`src/rtl/ex_stage.sv`:
```
// ex_stage: OpenMIPS execute stage; ALU, shifts, compares, HI/LO moves and an iterative DIV/DIVU.
// Latency: non-divide ops are combinational (0 cycles); DIV/DIVU take 33 stall cycles (1 if divisor is 0).
// Backpressure: raises stallreq_o while a divide is pending; DONE is held while stall[3] keeps EX frozen. Divider built only with EX_DIV_EN.
module ex_stage (
    input  logic        clk,
    input  logic        rst,
    input  logic [5:0]  stall,
    input  logic [7:0]  aluop_i,
    input  logic [2:0]  alusel_i,
    input  logic [31:0] reg1_i,
    input  logic [31:0] reg2_i,
    input  logic [4:0]  wd_i,
    input  logic        wreg_i,
    input  logic [31:0] hi_i,
    input  logic [31:0] lo_i,
    output logic [4:0]  wd_o,
    output logic        wreg_o,
    output logic [31:0] wdata_o,
    output logic        whilo_o,
    output logic [31:0] hi_o,
    output logic [31:0] lo_o,
    output logic        stallreq_o
);

    localparam logic [7:0] EXE_AND_OP  = 8'b00100100;
    localparam logic [7:0] EXE_OR_OP   = 8'b00100101;
    localparam logic [7:0] EXE_XOR_OP  = 8'b00100110;
    localparam logic [7:0] EXE_NOR_OP  = 8'b00100111;
    localparam logic [7:0] EXE_SLL_OP  = 8'b01111100;
    localparam logic [7:0] EXE_SRL_OP  = 8'b00000010;
    localparam logic [7:0] EXE_SRA_OP  = 8'b00000011;
    localparam logic [7:0] EXE_MFHI_OP = 8'b00010000;
    localparam logic [7:0] EXE_MTHI_OP = 8'b00010001;
    localparam logic [7:0] EXE_MFLO_OP = 8'b00010010;
    localparam logic [7:0] EXE_MTLO_OP = 8'b00010011;
    localparam logic [7:0] EXE_SLT_OP  = 8'b00101010;
    localparam logic [7:0] EXE_SLTU_OP = 8'b00101011;
    localparam logic [7:0] EXE_ADD_OP  = 8'b00100000;
    localparam logic [7:0] EXE_ADDU_OP = 8'b00100001;
    localparam logic [7:0] EXE_SUB_OP  = 8'b00100010;
    localparam logic [7:0] EXE_SUBU_OP = 8'b00100011;
    localparam logic [7:0] EXE_DIV_OP  = 8'b00011010;
    localparam logic [7:0] EXE_DIVU_OP = 8'b00011011;

    localparam logic [2:0] EXE_RES_LOGIC = 3'b001;
    localparam logic [2:0] EXE_RES_SHIFT = 3'b010;
    localparam logic [2:0] EXE_RES_MOVE  = 3'b011;
    localparam logic [2:0] EXE_RES_ARITH = 3'b100;

    logic [4:0]  sh_amt;
    logic [31:0] logic_res;
    logic [31:0] shift_res;
    logic [31:0] arith_res;
    logic [31:0] move_res;

    logic        div_stall;
    logic        div_done;
    logic [31:0] div_hi;
    logic [31:0] div_lo;

    assign sh_amt = reg1_i[4:0];

    // Single-cycle result for each result class
    always_comb begin
        logic_res = 32'h0;
        shift_res = 32'h0;
        arith_res = 32'h0;
        move_res  = 32'h0;
        case (aluop_i)
            EXE_OR_OP:   logic_res = reg1_i | reg2_i;
            EXE_AND_OP:  logic_res = reg1_i & reg2_i;
            EXE_XOR_OP:  logic_res = reg1_i ^ reg2_i;
            EXE_NOR_OP:  logic_res = ~(reg1_i | reg2_i);
            EXE_SLL_OP:  shift_res = reg2_i << sh_amt;
            EXE_SRL_OP:  shift_res = reg2_i >> sh_amt;
            EXE_SRA_OP:  shift_res = $unsigned($signed(reg2_i) >>> sh_amt);
            EXE_ADD_OP,
            EXE_ADDU_OP: arith_res = reg1_i + reg2_i;
            EXE_SUB_OP,
            EXE_SUBU_OP: arith_res = reg1_i - reg2_i;
            EXE_SLT_OP:  arith_res = {31'h0, $signed(reg1_i) < $signed(reg2_i)};
            EXE_SLTU_OP: arith_res = {31'h0, reg1_i < reg2_i};
            EXE_MFHI_OP: move_res  = hi_i;
            EXE_MFLO_OP: move_res  = lo_i;
            default: ;
        endcase
    end

`ifdef EX_DIV_EN
    typedef enum logic [1:0] {DIV_IDLE, DIV_BUSY, DIV_DONE} div_state_t;

    div_state_t  state, state_nxt;
    logic [31:0] quo;       // dividend shifts out the top, quotient bits shift in
    logic [31:0] rem;       // partial remainder (magnitude)
    logic [31:0] dvs;       // divisor magnitude
    logic [4:0]  cnt;
    logic        q_neg;
    logic        r_neg;
    logic        is_div;
    logic        is_sdiv;
    logic [31:0] a_mag;
    logic [31:0] b_mag;
    logic [32:0] rem_sh;
    logic        sub_ok;
    logic        unused_stall;

    assign is_div  = (aluop_i == EXE_DIV_OP) || (aluop_i == EXE_DIVU_OP);
    assign is_sdiv = (aluop_i == EXE_DIV_OP);
    assign a_mag   = (is_sdiv && reg1_i[31]) ? (32'h0 - reg1_i) : reg1_i;
    assign b_mag   = (is_sdiv && reg2_i[31]) ? (32'h0 - reg2_i) : reg2_i;
    assign rem_sh  = {rem, quo[31]};
    assign sub_ok  = (rem_sh >= {1'b0, dvs});
    assign unused_stall = ^{stall[5:4], stall[2:0]};

    // Divider state register and datapath; one restoring step per BUSY cycle
    always_ff @(posedge clk) begin
        if (!rst) begin
            state <= DIV_IDLE;
            quo   <= 32'h0;
            rem   <= 32'h0;
            dvs   <= 32'h0;
            cnt   <= 5'd0;
            q_neg <= 1'b0;
            r_neg <= 1'b0;
        end else begin
            state <= state_nxt;
            case (state)
                DIV_IDLE: begin
                    if (is_div) begin
                        cnt <= 5'd0;
                        rem <= 32'h0;
                        if (reg2_i != 32'h0) begin
                            quo   <= a_mag;
                            dvs   <= b_mag;
                            q_neg <= is_sdiv & (reg1_i[31] ^ reg2_i[31]);
                            r_neg <= is_sdiv & reg1_i[31];
                        end else begin
                            quo   <= 32'h0;
                            dvs   <= 32'h0;
                            q_neg <= 1'b0;
                            r_neg <= 1'b0;
                        end
                    end
                end
                DIV_BUSY: begin
                    rem <= sub_ok ? (rem_sh[31:0] - dvs) : rem_sh[31:0];
                    quo <= {quo[30:0], sub_ok};
                    cnt <= cnt + 5'd1;
                end
                default: ;
            endcase
        end
    end

    // Divider next-state logic
    always_comb begin
        state_nxt = state;
        case (state)
            DIV_IDLE: if (is_div) state_nxt = (reg2_i != 32'h0) ? DIV_BUSY : DIV_DONE;
            DIV_BUSY: if (cnt == 5'd31) state_nxt = DIV_DONE;
            DIV_DONE: if (!stall[3]) state_nxt = DIV_IDLE;
            default:  state_nxt = DIV_IDLE;
        endcase
    end

    assign div_stall = ((state == DIV_IDLE) && is_div) || (state == DIV_BUSY);
    assign div_done  = (state == DIV_DONE);
    assign div_lo    = q_neg ? (32'h0 - quo) : quo;
    assign div_hi    = r_neg ? (32'h0 - rem) : rem;
`else
    logic unused_div;

    assign unused_div = ^{clk, stall};
    assign div_stall  = 1'b0;
    assign div_done   = 1'b0;
    assign div_hi     = 32'h0;
    assign div_lo     = 32'h0;
`endif

    // Output mux; everything is forced to zero while reset is held
    always_comb begin
        wd_o       = 5'd0;
        wreg_o     = 1'b0;
        wdata_o    = 32'h0;
        whilo_o    = 1'b0;
        hi_o       = 32'h0;
        lo_o       = 32'h0;
        stallreq_o = 1'b0;
        if (rst) begin
            wd_o       = wd_i;
            wreg_o     = wreg_i;
            stallreq_o = div_stall;
            case (alusel_i)
                EXE_RES_LOGIC: wdata_o = logic_res;
                EXE_RES_SHIFT: wdata_o = shift_res;
                EXE_RES_ARITH: wdata_o = arith_res;
                EXE_RES_MOVE:  wdata_o = move_res;
                default:       wdata_o = 32'h0;
            endcase
            if (div_done) begin
                whilo_o = 1'b1;
                hi_o    = div_hi;
                lo_o    = div_lo;
            end else if (aluop_i == EXE_MTHI_OP) begin
                whilo_o = 1'b1;
                hi_o    = reg1_i;
                lo_o    = lo_i;
            end else if (aluop_i == EXE_MTLO_OP) begin
                whilo_o = 1'b1;
                hi_o    = hi_i;
                lo_o    = reg1_i;
            end
        end
    end

endmodule

```
`config.mk`:
```
export PLATFORM = sky130hd
export DESIGN_NAME = ex_stage
export DESIGN_NICKNAME = d
export VERILOG_FILES = /design/src/rtl/ex_stage.sv
export SDC_FILE = /design/constraint.sdc
export NUM_CORES = 1
export LEC_CHECK = 0
export CAP_MARGIN = 5
export CELL_PAD_IN_SITES_DETAIL_PLACEMENT = 1
export CELL_PAD_IN_SITES_GLOBAL_PLACEMENT = 2
export CORE_MARGIN = 4
export CORE_UTILIZATION = 30
export DETAILED_ROUTE_END_ITERATION = 12
export DONT_BUFFER_PORTS = 1
export GPL_TIMING_DRIVEN = 1
export PLACE_DENSITY = 0.74
export REMOVE_ABC_BUFFERS = 1
export SYNTH_ARGS = -nofsm -noshare
export SYNTH_HDL_FRONTEND = slang
export SYNTH_SLANG_ARGS = --single-unit
```
`constraint.sdc`:
```
create_clock -name vclk -period 11.4
set_input_delay 1.71 -clock vclk [all_inputs]
set_output_delay 1.71 -clock vclk [all_outputs]
set_load 0.1 [all_outputs]
```
## Word level (Yosys, flattened, before mapping)

Cells that the tools add are included.
Widths: inputs -> output; s select.

- Logic and storage cells: 51
- Bits in registers: 0

- Reductions and logical operators: 2
- Equality and inequality tests: 21
- Order comparisons: 2
- Shifts and indexed selects: 3
- Bitwise gates (word level): 4
- Muxes and demuxes: 17
- $add $sub $neg: 2

Operators by type and width:

| operator | count |
|---|---|
| $pmux 32 s4 | 3 |
| $mux 32 | 7 |
| $pmux 32 s3 | 1 |
| $eq 8x6->1 const B | 10 |
| $lt 32x32->1 | 2 |
| $pmux 32 s2 | 1 |
| $add 32x32->32 | 1 |
| $and 32x32->32 | 1 |
| $eq 8x5->1 const B | 4 |
| $not 32->32 | 1 |
| $or 32x32->32 | 1 |
| $shl 32x5->32 | 1 |
| $shr 32x5->32 | 1 |
| $sshr 32x5->32 | 1 |
| $sub 32x32->32 | 1 |
| $xor 32x32->32 | 1 |
| $eq 8x2->1 const B | 2 |
| $eq 8x7->1 const B | 1 |
| $eq 3x2->1 const B | 2 |
| $mux 5 | 1 |
| $mux 1 | 4 |
| $reduce_or 2->1 | 2 |
| $eq 3x1->1 const B | 1 |
| $eq 3x3->1 const B | 1 |

## Longest topological paths before layout

- Word-level depth: 5
- Depth in mapped cells: 17

## Worst setup path after synthesis

OpenSTA, ideal clock, no wires.

- Kind: input port to output port
- From: in reg1_i[2]
- To: out wdata_o[21]
- Buffers on the path: 5
- Stages: 16
- Arrival time: 6589 ps
- Setup slack: 3101 ps
- Path through: buf_2 -> inv_1 -> buf_2 -> buf_2 -> buf_2 -> ha_1 -> buf_6 -> a2111oi_2 -> o211ai_1 -> o211ai_2 -> nand3_1 -> a2111oi_0 -> nor3_1 -> o22ai_1 -> nor2_1 -> o21ai_0

- Cells in the longest elaborated chain, start to end: 4

Ends and longest elaborated chain:

| element | RTL line | RTL |
|---|---|---|
| from (decl) | 10 | `input logic [31:0] reg1_i,` |
| $sub 32x32->32 (tied with other cells) | 80 | `EXE_SUBU_OP: arith_res = reg1_i - reg2_i;` |
| $pmux 32 s4 / $pmux 32 s3 (equally long branches) | 69 | `case (aluop_i)` |
| $pmux 32 s4 * | 193 | `case (alusel_i)` |
| $mux 32 * | 189 | `if (rst) begin` |
| to (decl) | 18 | `output logic [31:0] wdata_o,` |

Mark *: on every way between the ends. The rest lies on a longest branch, timed or not.

## Final worst setup path

- From: in reg1_i[4]
- To: out wdata_o[27]

The elaborated chain is that of the path after synthesis.

==> run metrics <==
worst hold path cell count 3; die height just under 200 um; count of cell types in the netlist 88; commonest non-fill, non-tap cell in the layout nand2_1; first-pass GRT wire length 82.3 mm; vias in the first global route around 13000; die width 197 um; hold_ws ~3700 ps; total power around 0.44 mW; adder-cell area share of the yosys netlist a little under an eighth; Post-DP HPWL ~42 mm; Max-cap violations 0; synthesized cell area roughly 0.011 sq mm; Seq/Total Area, Yosys 0%; initial core utilization between 30 and 40%; Syn. warnings 0; Setup-failing EPs final 0; DR WL/cell around 26 um; Worst Tran Pin Value 1270 ps; Req. time, crit path about 9700 ps; critical path's top delay family compound AO/OA/AOI/OAI gates; max_slew headroom around 16%; hold path startpoint lo_i[1]; non-filler cells, final 2073; pwr/cell area between 30 and 40 mW/mm^2; post-synthesis mux area share 12.8%; slowest cell on the critical path a21oi_2; Diodes inserted 0; row count slightly below 70; CP Launch Type input pin; final worst-path cycle share 68.2%; full die area 0.0386 sq mm; DR vias/cell about 6.3; Synth Area in XOR/XNOR slightly below 4%; status complete, no violations; Mapped Cells 1712; commonest non-fill, non-tap cells in the layout nand2_1, nor2_1, a21oi_1, o21ai_0, ha_1; kind of critical path input pin to output pin; core area 0.0348 sq mm; final hold violations 0; RSZ-0062 raised after global routing false; syn avg cell area slightly above 6 sq um; largest net degree at the start of global routing 99; total grt overflow 0; simple-gate area share of the yosys netlist a little under a quarter; VDD IR max 0.0000167 V; Synth area leader ha_1; # fillers about 4500; Hold Path Class input pin to output pin; top-level I/O count 257; crit-path max cell delay slightly above 900 ps; setup bufs post-CTS 0; total track usage 26.6%; CP Buf/Inv Count 1; DRT Pass-1 Iters 6; Most Frequent Cell on Critical Path a21oi_2; Layout area overhead 7.01%; Register Area 0 sq um; fraction of layout cells with a size suffix above 1 about an eighth; Fin Setup TNS 0 ps; Final Critical Period just under 8000 ps; PnR worst setup slack 3630 ps; Final Wtd Congestion 0.955; PortBufs 0; DRC viols 0; top-area cell type share of the netlist area ~12%; ranking of synthesized cells by area ha_1, a21oi_1, mux2i_1; largest family of logic cells by synthesized area compound AO/OA/AOI/OAI gates; pre-CTS setup slack ~3600 ps; Post-DRT Antenna Nets 0; fmax 129 MHz; # hold bufs at CTS 0; total routed wirelength approximately 55 mm; clk_buf instances 0; CP Capture Type output pin; Slew Viols, Final 0; Post-CTS Resized 0; CP arrival slightly above 6000 ps; final net count 1874; antenna violations before repair 1; FFs & Latches 0; Hold Path Sink lo_o[1]; Cells after DPL 2073; Synth Area in Compound Gates 38.5%; Leak between 4 and 5 nW; via count 13000; Max Fanout on Critical Path 40; initial DRC count 1166; crit path cell chain clkinv_1, ha_1, nand2b_4, nor4b_2, a211oi_2, o211ai_1, a21oi_2, a31oi_1, nor3_1, mux2i_1, nand2_1, a21oi_2
[layout make-up]
class              count  area, sq um  share of cell area (%)
multi-input cells   1464        10100                    88.1
well taps            455          569                    4.99
repair buffers        56          420                    3.68
inverters             98          368                    3.22
[metal layers]
metal / vias to the layer above / share of wire [%] / global-route usage (%)
met5: - / 0.024 / 0
met4: 2 / 3.4 / 7.27
met3: 81 / 6.8 / 3.73
met2: 491 / 45 / 42.7
met1: 6438 / 45 / 37.5
li1: 6002 / - / -
[cells by family (layout without fill, tap and decap cells)]
kind of cell    after synthesis  after routing
compound gates              640            640
simple gates                561            561
buf+inv                     248            154
mux                         114            114
fa+ha+maj                   101            101
xor+xnor                     47             47
other cells                   1              1
[cells in the mapped netlist, types with 23 or more instances]
library cell	n
nand3_1	25
a22oi_1	32
o22ai_1	40
inv_1	96
o211ai_1	32
nand2b_1	23
nand2_1	227
buf_2	37
a21oi_1	231
nor2_1	189
o21ai_0	107
mux2i_1	89
nor3_1	31
xnor2_1	45
clkbuf_1	89
ha_1	99
[report_power, final]
group	internal (mW)	total, mW	switching, mW
clock	0	0	0
sequential	0	0	0
combinational	0.154	0.439	0.285
[per-stage QoR]
step | instance area [sq um] | util (%)
floorplan | 10000 | -
global placement | 11400 | 32.8
detailed placement | 11400 | 32.8
CTS | 11400 | 32.8
global route | 11400 | 32.8
finish | 11400 | 32.8
[worst max path at each step]
stage	from	end	slack (ps)	cells after the start
2_1_floorplan	reg1_i[2]	wdata_o[21]	2950	11
3_3_place_gp	reg1_i[4]	wdata_o[27]	3750	12
4_1_cts	reg1_i[4]	wdata_o[27]	3640	12
3_5_place_dp	reg1_i[4]	wdata_o[27]	3650	12
6_report	reg1_i[4]	wdata_o[27]	3630	12
5_1_grt	reg1_i[4]	wdata_o[27]	3440	12
Note: power is estimated with default switching activity, not from simulation.
